`config.mk`:
```
export PLATFORM = sky130hd
export DESIGN_NAME = usb3_ep_arbiter
export DESIGN_NICKNAME = d
export VERILOG_FILES = /design/src/rtl/usb3_ep_arbiter.sv
export SDC_FILE = /design/constraint.sdc
export NUM_CORES = 1
export LEC_CHECK = 0
export CORE_ASPECT_RATIO = 0.9
export CORE_MARGIN = 2
export CORE_UTILIZATION = 25
export DETAILED_ROUTE_END_ITERATION = 10
export HOLD_SLACK_MARGIN = 0.06
export PLACE_DENSITY = 0.43
export SLEW_MARGIN = 25
export SYNTH_ARGS = -nofsm -noshare
export SYNTH_HDL_FRONTEND = slang
export SYNTH_SLANG_ARGS = --single-unit
```
`constraint.sdc`:
```
create_clock -name local_clk -period 6 [get_ports local_clk]
set_clock_uncertainty 0.05 [all_clocks]
set_input_delay 1.8 -clock local_clk [delete_from_list [all_inputs] [get_ports local_clk]]
set_output_delay 1.8 -clock local_clk [all_outputs]
set_load 0.01 [all_outputs]
```
`src/rtl/usb3_ep_arbiter.sv`:
```
// Endpoint access arbiter for the USB3 link layer: picks the endpoint that sel_endp
// points at (round-robin, optional EP0 priority) and holds it until done/abort/timeout.
module usb3_ep_arbiter #(
   parameter int NUM_EP       = 3,
   parameter int EP0_PRIORITY = 1,
   parameter int TIMEOUT_CYC  = 4096
) (
   input  logic              local_clk,
   input  logic              reset_n,
   input  logic [NUM_EP-1:0] ep_req,
   input  logic              xfer_start,
   input  logic              xfer_done,
   input  logic              xfer_abort,
   output logic [3:0]        sel_endp,
   output logic              sel_valid,
   output logic [NUM_EP-1:0] grant,
   output logic              busy,
   output logic              err_timeout
);

   localparam logic [1:0]  S_IDLE    = 2'd0;
   localparam logic [1:0]  S_OFFER   = 2'd1;
   localparam logic [1:0]  S_ACTIVE  = 2'd2;
   localparam logic [1:0]  S_RELEASE = 2'd3;

   localparam logic [15:0] TO_LAST = 16'(TIMEOUT_CYC - 1);
   localparam logic [3:0]  PTR_RST = 4'(NUM_EP - 1);
   localparam logic [4:0]  NUM_EP5 = 5'(NUM_EP);

   logic [1:0]  state_q, state_d;
   logic [3:0]  sel_q, sel_d;
   logic [3:0]  ptr_q, ptr_d;
   logic [15:0] cnt_q, cnt_d;
   logic        err_q, err_d;

   logic [15:0] req_pad;
   logic [4:0]  scan_idx;
   logic [3:0]  winner;
   logic [15:0] cnt_inc;
   logic        timeout_hit;

   // Scan downward so the last hit written is the nearest one after the pointer.
   always_comb begin
      req_pad = '0;
      req_pad[NUM_EP-1:0] = ep_req;
      winner   = '0;
      scan_idx = '0;
      for (int k = NUM_EP; k >= 1; k--) begin
         scan_idx = {1'b0, ptr_q} + 5'(k);
         if (scan_idx >= NUM_EP5) scan_idx = scan_idx - NUM_EP5;
         if (req_pad[scan_idx[3:0]]) winner = scan_idx[3:0];
      end
      if ((EP0_PRIORITY != 0) && ep_req[0]) winner = '0;
   end

   assign cnt_inc     = (cnt_q == 16'hFFFF) ? cnt_q : cnt_q + 16'd1;
   assign timeout_hit = (cnt_q >= TO_LAST);

   always_comb begin
      state_d = state_q;
      sel_d   = sel_q;
      ptr_d   = ptr_q;
      cnt_d   = cnt_q;
      err_d   = 1'b0;
      case (state_q)
         S_IDLE: begin
            cnt_d = '0;
            if (|ep_req) begin
               sel_d   = winner;
               state_d = S_OFFER;
            end
         end
         S_OFFER: begin
            cnt_d = cnt_inc;
            if (xfer_start) begin
               state_d = S_ACTIVE;
               cnt_d   = '0;
            end else if (!req_pad[sel_q]) begin
               state_d = S_IDLE;
               cnt_d   = '0;
            end else if (timeout_hit) begin
               state_d = S_RELEASE;
               ptr_d   = sel_q;
               err_d   = 1'b1;
               cnt_d   = '0;
            end
         end
         S_ACTIVE: begin
            cnt_d = cnt_inc;
            if (xfer_done) begin
               state_d = S_RELEASE;
               ptr_d   = sel_q;
               cnt_d   = '0;
            end else if (xfer_abort) begin
               // Pointer stays put so the aborted endpoint is retried first.
               state_d = S_RELEASE;
               cnt_d   = '0;
            end else if (timeout_hit) begin
               state_d = S_RELEASE;
               ptr_d   = sel_q;
               err_d   = 1'b1;
               cnt_d   = '0;
            end
         end
         S_RELEASE: begin
            state_d = S_IDLE;
            cnt_d   = '0;
         end
         default: state_d = S_IDLE;
      endcase
   end

   always_ff @(posedge local_clk or negedge reset_n) begin
      if (!reset_n) begin
         state_q <= S_IDLE;
         sel_q   <= '0;
         ptr_q   <= PTR_RST;
         cnt_q   <= '0;
         err_q   <= 1'b0;
      end else begin
         state_q <= state_d;
         sel_q   <= sel_d;
         ptr_q   <= ptr_d;
         cnt_q   <= cnt_d;
         err_q   <= err_d;
      end
   end

   assign sel_endp    = sel_q;
   assign sel_valid   = (state_q == S_OFFER) || (state_q == S_ACTIVE);
   assign busy        = (state_q == S_ACTIVE);
   assign err_timeout = err_q;

   always_comb begin
      grant = '0;
      for (int i = 0; i < NUM_EP; i++) grant[i] = sel_valid && (sel_q == 4'(i));
   end

endmodule

```
=== Yosys cells after proc, flatten, opt, wreduce, memory -nomap -nowiden ===
Cells that the tools add are included.

* $add $sub $neg: 7
* $lt $le $gt $ge: 8
* Eq/ne operators: 10
* Multiplexer cells: 41
* Reductions and logical operators: 11

{| class="wikitable"
|+ Operators with widths
! operator !! count
|-
| $mux 16 || 6
|-
| $mux 4 || 12
|-
| $pmux 16 s3 || 1
|-
| $lt 4x5->1 const B || 4
|-
| $add 16x1->16 const B || 1
|-
| $bmux 1 s4 || 4
|-
| $eq 16x16->1 const B || 1
|-
| $ge 16x12->1 const B || 1
|-
| $ge 5x2->1 const B || 3
|-
| $mux 2 || 6
|-
| $sub 4x2->4 const B || 3
|-
| $add 4x2->5 const B || 2
|-
| $mux 1 || 9
|-
| $pmux 2 s4 || 1
|-
| $pmux 4 s2 || 1
|-
| $ne 2x2->1 const B || 3
|-
| $add 4x1->5 const B || 1
|-
| $eq 2x2->1 const B || 2
|-
| $eq 4x1->1 const B || 1
|-
| $eq 4x2->1 const B || 1
|-
| $logic_not 4->1 || 1
|-
| $reduce_and 4->1 || 1
|-
| $logic_and 1x1->1 || 3
|-
| $ne 3x3->1 const B || 1
|-
| 8 further kinds || 8
|}

* Bits in registers: 27
* Input bits: 8
* Logic and storage cells: 82

=== Longest topological paths before layout ===
Gate-level depths: netlist of the first run.

* Depth in word-level cells: 9
* Depth in mapped cells: 11
* Depth with buffers taken out: 9

=== Least setup slack after synthesis of the first run ===
OpenSTA, ideal clock, no wires.

* Kind: reg-to-output
* Start: reg state_q[1]
* End: out grant[2]
* Arrival: 1165 ps
* Path slack: 2985 ps
* Stages on the path, launching flop included: 5
* Path buffers: 0
* Path through: dfrtp_1 inv_1 ha_1 nand2_1 nor3b_1

* Longest elaborated chain between the ends: 3
* Elaborated cells between the ends (all ways): 4

{| class="wikitable"
|+ RTL lines
! element !! RTL line !! text
|-
| start: declaration || 30 || <nowiki>logic [1:0] state_q, state_d;</nowiki>
|-
| start signal: assignment || 121 || <nowiki>state_q <= state_d;</nowiki>
|-
| $eq 2x1->1 or $eq 2x2->1 (tied branches) || 130 || <nowiki>assign sel_valid = (state_q == S_OFFER) || (state_q == S_ACTIVE);</nowiki>
|-
| $logic_or 1x1->1 (*) || 130 ||
|-
| net sel_valid || 15 || <nowiki>output logic sel_valid,</nowiki>
|-
| $logic_and 1x1->1 (*) || 136 || <nowiki>for (int i = 0; i < NUM_EP; i++) grant[i] = sel_valid && (sel_q == 4'(i));</nowiki>
|-
| end: declaration || 16 || <nowiki>output logic [NUM_EP-1:0] grant,</nowiki>
|}

The timed path passes the listed nets; every way through them passes the cells marked *.

=== Final worst setup path of the first run ===
* Start: reg state_q[1]
* End: out grant[2]

* Longest elaborated chain between the ends: 3
* Elaborated cells between the ends (all ways): 4

{| class="wikitable"
|+ RTL lines
! element !! RTL line
|-
| $eq 2x1->1 or $eq 2x2->1 (tied branches) || 130
|-
| $logic_or 1x1->1 (*) || 130
|-
| $logic_and 1x1->1 (*) || 136
|}

Every way passes the cells marked *; elsewhere a longest branch is shown, timed or not.

==> impl_metrics.yaml, run 1 <==
synth:
  ys_seq_area_frac: 0.340
  netlist_area_mm2: 0.00199
  synth_enable_flop_cells: 0
  syn_area_per_cell_um2: 8.78
  ys_seq_elements: 27
  synth_cell_types: 61
  synthFlopType: "dfrtp_1"
  yosys_warnings: 0
  yosysTopAreaCell: "dfrtp_1"
  syn_inst: 227
  async_flop_share: 1.00
  synth_top_area_frac: 0.326
  synth.area.top_cells: "dfrtp_1 33%, ha_1 6.9%, nor2_1 4.0%"
cells_and_area:
  stdcell_area_mm2: 0.00231
  nets: 264
  final_cells: 340
  mostFrequentLayoutCells: "26 x dfrtp_1, 21 x nor2_1, 17 x clkdlybuf4s50_1, 15 x a21oi_1, 13 x nand2_1"
  fillCellCount: 796
  drive_above_1_share: 0.0820
  area_growth_pct: 15.8
  final_common_cell: "dfrtp_1"
  diodes: 0
clocking:
  cts_tree: "built"
  cts_resized: 0
  postCtsHoldBufs: 0
  cts_root_buffer: "clkbuf_8"
  cts_buffers: 3
  cts.sinks: 27
  clk_pin_slew_ns: 0.11
  postCtsSetupRepairBufs: 0
  h-tree-depth: 1
  insertion_delay_ns: 0.28
  cts_max_path_buffers: 2
sta:
  maxSlewHeadroom: 0.399
  max_freq_mhz: 263
  finalCritPeriodShare: 0.633
  finalSetupViolCount: 0
  setup_tns_ns: 0
  min_period_ns: 3.80
  worstMarginPinSlew_ns: 0.895
  hold_viol_final: 0
  maxSlewViolCount: 0
  rsz0062_at_grt: "no"
  holdWs_ns: 0.453
placement:
  postPlaceCellArea_mm2: 0.00226
  gp_congestion: 0.762
  dpl.cell_count: 336
  io_buffer_count: 17
  detailed_place_hpwl_mm: 3.33
critical_path:
  critPathLaunchType: "flop"
  cp.arrival_ns: 1.95
  worst-setup-path-type: "reg -> out"
  endpoint_kind: "output pin"
  cp_max_fo: 3
  worst_ep_required_time_ns: 4.15
  r2r_cells: 9
die:
  coreArea_mm2: 0.00762
  die_area_mm2: 0.00870
  initial_core_util: 0.262
  die_w_um: 98.1
  fp.dieH_um: 88.7
  ioPinCount: 18
  rows: 30
global_routing:
  grt_usage: 0.107
  antenna_found_initial: 0
  grt_pass1_vias: 1624
  grt_max_degree: 28
  grt_pass1_wl_mm: 7.76
  grt_remaining_overflow: 0
detailed_routing:
  drc_errors: 0
  drt-total-wl_mm: 4.45
  routedWlPerCell_um: 13.1
  first_pass_iters: 6
  via_per_inst: 4.83
  dr.first_iter.drc_count: 37
  num_vias: 1642
  antenna_left: 0
hold_path:
  hp-class: "reg -> reg"
  whs_path_depth: 1
status:
  status: "complete, no violations"
power:
  ir_drop_v: 0.000115
  power_leakage_nw: 0.916
  power_density_mw_per_mm2: 383
job:
  max_cap_violations: 0
==> per-layer routing <==
layer,track usage,part of all wire,wire length (um)
met1,0.146,0.52,2310
met2,0.186,0.46,2020
met3,0.0229,0.022,100
met4,0.00758,0.0031,14
met5,0,0,0
==> worst max-delay path: stages (launching register included) <==
cell,delay [ns]
dfrtp_1,0.39
inv_1,0.07
ha_1,0.32
nand2_1,0.09
nor3b_1,0.22
clkdlybuf4s50_1,0.57
==> power breakdown <==
group | switching (mW) | internal, mW
logic | 0.284 | 0.246
registers | 0.0373 | 0.206
clock network | 0.0632 | 0.0473
total | 0.384 | 0.499
==> state kept, by name, summed over array words and instances (netlist names) <==
register,flops
cnt_q,16
ptr_q,4
sel_endp,4
state_q,2
err_timeout,1
==> cells in the mapped netlist, drive strengths merged (3+ instances only) <==
library cell,count
a21oi,16
a31oi,3
and2,5
and3,6
buf,6
dfrtp,26
ha,11
inv,12
mux2,6
nand2,13
nand2b,3
nand3,10
nand4,3
nor2,22
nor2b,5
nor3,8
nor3b,4
o21ai,12
or3,6
xnor2,6
xor2,6
==> path summary, 6_finish.rpt <==
check	start	slack, ns	endpoint
max	state_q[1]$_DFFE_PN0P_	2.20	grant[2]
min	cnt_q[0]$_DFF_PN0_	0.45	cnt_q[0]$_DFF_PN0_
max in group asynchronous	reset_n	3.76	ptr_q[1]$_DFFE_PN1P_
max reg2reg	ptr_q[0]$_DFFE_PN0P_	2.80	sel_endp[1]$_DFFE_PN0P_
min reg2reg	cnt_q[0]$_DFF_PN0_	0.45	cnt_q[0]$_DFF_PN0_
min in group asynchronous	reset_n	1.83	cnt_q[4]$_DFF_PN0_
==> layout make-up <==
| type | instances | area (um^2) | share of cell area |
|---|---|---|---|
| inverter | 12 | 45.0 | 0.0195 |
| timing repair buffer | 18 | 178 | 0.0770 |
| clock buffer | 3 | 41.3 | 0.0179 |
| sequential | 27 | 677 | 0.293 |
| clock inverter | 1 | 7.51 | 0.00325 |
| multi-input combinational | 183 | 1240 | 0.537 |
| tap | 96 | 120 | 0.0521 |
==> metrics by stage <==
step	utilization	setup slack (ns)	power (mW)
after floorplan	-	2.99	0.635
after global placement	0.296	2.05	0.792
after detailed placement	0.296	2.04	0.779
after CTS	0.303	2.16	0.895
after global routing	0.303	2.09	0.971
final	0.303	2.20	0.883
==> cell families (layout without fill, tap and decap cells) <==
group,after synthesis,in the layout,share of synthesized area
compound gates,53,53,0.186
buf+inv,20,34,0.0446
mux,8,8,0.0439
other cells,1,4,0.00188
fa+ha+maj,11,11,0.0691
simple gates,95,95,0.258
xor+xnor,12,12,0.0565
flops,27,27,0.340
No activity file was read; power rests on OpenSTA's default activity.
==> inputs of run 2 (changes only) <==
- PLACE_DENSITY: 0.43 -> 0.45
- clock period: 6 -> 3.14 ns (I/O delays scaled with it)
==> impl_metrics.yaml, run 2 (same netlist as run 1, synthesis figures left out) <==
sta:
  min_period_ns: 2.89
  holdWs_ns: 0.429
  hold_viol_final: 0
  maxSlewViolCount: 0
  max_freq_mhz: 346
  finalSetupViolCount: 0
  rsz0062_at_grt: "no"
  setup_tns_ns: 0
  final.setup.worst_slack_ns: 0.252
  finalCritPeriodShare: 0.920
cells_and_area:
  area_growth_pct: 19.1
  largest_reg_flops: 16
  final_common_cell: "dfrtp_1"
  final_util: 0.312
  nets: 273
  diodes: 0
  stdcell_area_mm2: 0.00237
  mostFrequentLayoutCells: "26 x dfrtp_1, 21 x nor2_1, 17 x clkdlybuf4s50_1, 15 x a21oi_1, 13 x nand2_1"
  final_cells: 349
  drive_above_1_share: 0.115
  top_register: "cnt_q"
detailed_routing:
  via_per_inst: 4.87
  num_vias: 1700
  first_pass_iters: 4
  routedWlPerCell_um: 12.6
  antenna_left: 0
  dr.first_iter.drc_count: 79
  drt-total-wl_mm: 4.40
  drc_errors: 0
global_routing:
  grt_remaining_overflow: 0
  grt_pass1_wl_mm: 7.69
  antenna_found_initial: 0
  grt_usage: 0.106
  grt_max_degree: 28
  grt_pass1_vias: 1649
critical_path:
  cp.arrival_ns: 1.90
  r2r_cells: 9
  crit_path_top_delay_cell: "clkdlybuf4s50_1"
  startpoint: "state_q[1]$_DFFE_PN0P_"
  crit_chain: "inv_1 > ha_1 > nand2_1 > nor3b_1 > clkdlybuf4s50_1"
  cp_slowest_stage_delay_ns: 0.56
  cp_top_family: "buffers and inverters"
  worst_ep_required_time_ns: 2.15
  r2r_start: "ptr_q[1]$_DFFE_PN1P_"
  reg2reg_to: "sel_endp[1]$_DFFE_PN0P_"
  reg2reg_setup_slack_ns: 0.38
  cp_max_fo: 3
  cp.buffers_inverters: 2
  critPathLaunchType: "flop"
  worst-setup-path-type: "reg -> out"
  endpoint_kind: "output pin"
die:
  ioPinCount: 18
  initial_core_util: 0.262
  rows: 30
  coreArea_mm2: 0.00762
  die_w_um: 98.1
  die_area_mm2: 0.00870
  fp.dieH_um: 88.7
hold_path:
  hp-class: "reg -> reg"
  hp-start: "cnt_q[0]$_DFF_PN0_"
  whs_path_depth: 1
  hold_end: "cnt_q[0]$_DFF_PN0_"
clocking:
  insertion_delay_ns: 0.27
  postCtsHoldBufs: 0
  cts_tree: "built"
  postCtsSetupRepairBufs: 0
  h-tree-depth: 1
  clk_pin_slew_ns: 0.10
  cts.sinks: 27
  cts_root_buffer: "clkbuf_8"
  cts_resized: 0
  cts_buffers: 3
  cts_max_path_buffers: 2
placement:
  postPlaceCellArea_mm2: 0.00233
  io_buffer_count: 17
  detailed_place_hpwl_mm: 3.42
  gp_congestion: 0.728
  dp_slack_ns: 0.267
  dpl.cell_count: 345
power:
  power.total_mw: 1.72
  power.share.clock: 0.116
  switching_share: 0.430
  p_int_mw: 0.982
  power_leakage_nw: 0.961
  power_density_mw_per_mm2: 725
  p_seq_frac: 0.257
  ir_drop_v: 0.000204
  switchingPower_mw: 0.741
  power_frac_comb: 0.627
status:
  status: "complete, no violations"
job:
  max_cap_violations: 0
-- run 2: worst max path at each step --
stage	to	slack (ns)	cells after the start
floorplan	sel_endp[1]$_DFFE_PN0P_	0.47	10
global placement	ptr_q[2]$_DFFE_PN0P_	0.31	7
detailed placement	ptr_q[3]$_DFFE_PN0P_	0.27	7
CTS	grant[2]	0.23	5
global route	grant[0]	0.12	5
finish	grant[2]	0.25	5
-- run 2: final cells by class --
class	count	area, um^2
inverters	12	45.0
clock buffers	3	41.3
repair buffers	27	245
multi-input cells	183	1240
well taps	96	120
clock inverters	1	7.51
flip-flops and latches	27	677
fillers	818	5250
-- run 2: power groups by stage --
stage	sequential, mW	clock [mW]	combinational [mW]
after floorplan	0.441	0	0.773
final	0.443	0.199	1.08
after detailed placement	0.453	0	1.08
after CTS	0.446	0.212	1.08
after global routing	0.451	0.229	1.22
after global placement	0.456	0	1.09
-- run 2: routing by layer --
layer	track usage	vias up	share of wire
met5	0	-	0
met4	0.0152	0	0.0077
met3	0.0237	4	0.027
met2	0.179	21	0.47
met1	0.144	808	0.50
li1	-	867	-
-- run 2: worst register-to-register path, stage by stage (launching register included) --
cell and delay [ns]:
dfstp_2 0.61, inv_1 0.12, ha_1 0.30, nor2b_1 0.18, or3b_1 0.40, or2_4 0.28, mux2i_1 0.12, a21o_2 0.20
a211o_1 0.27, a32oi_1 0.15
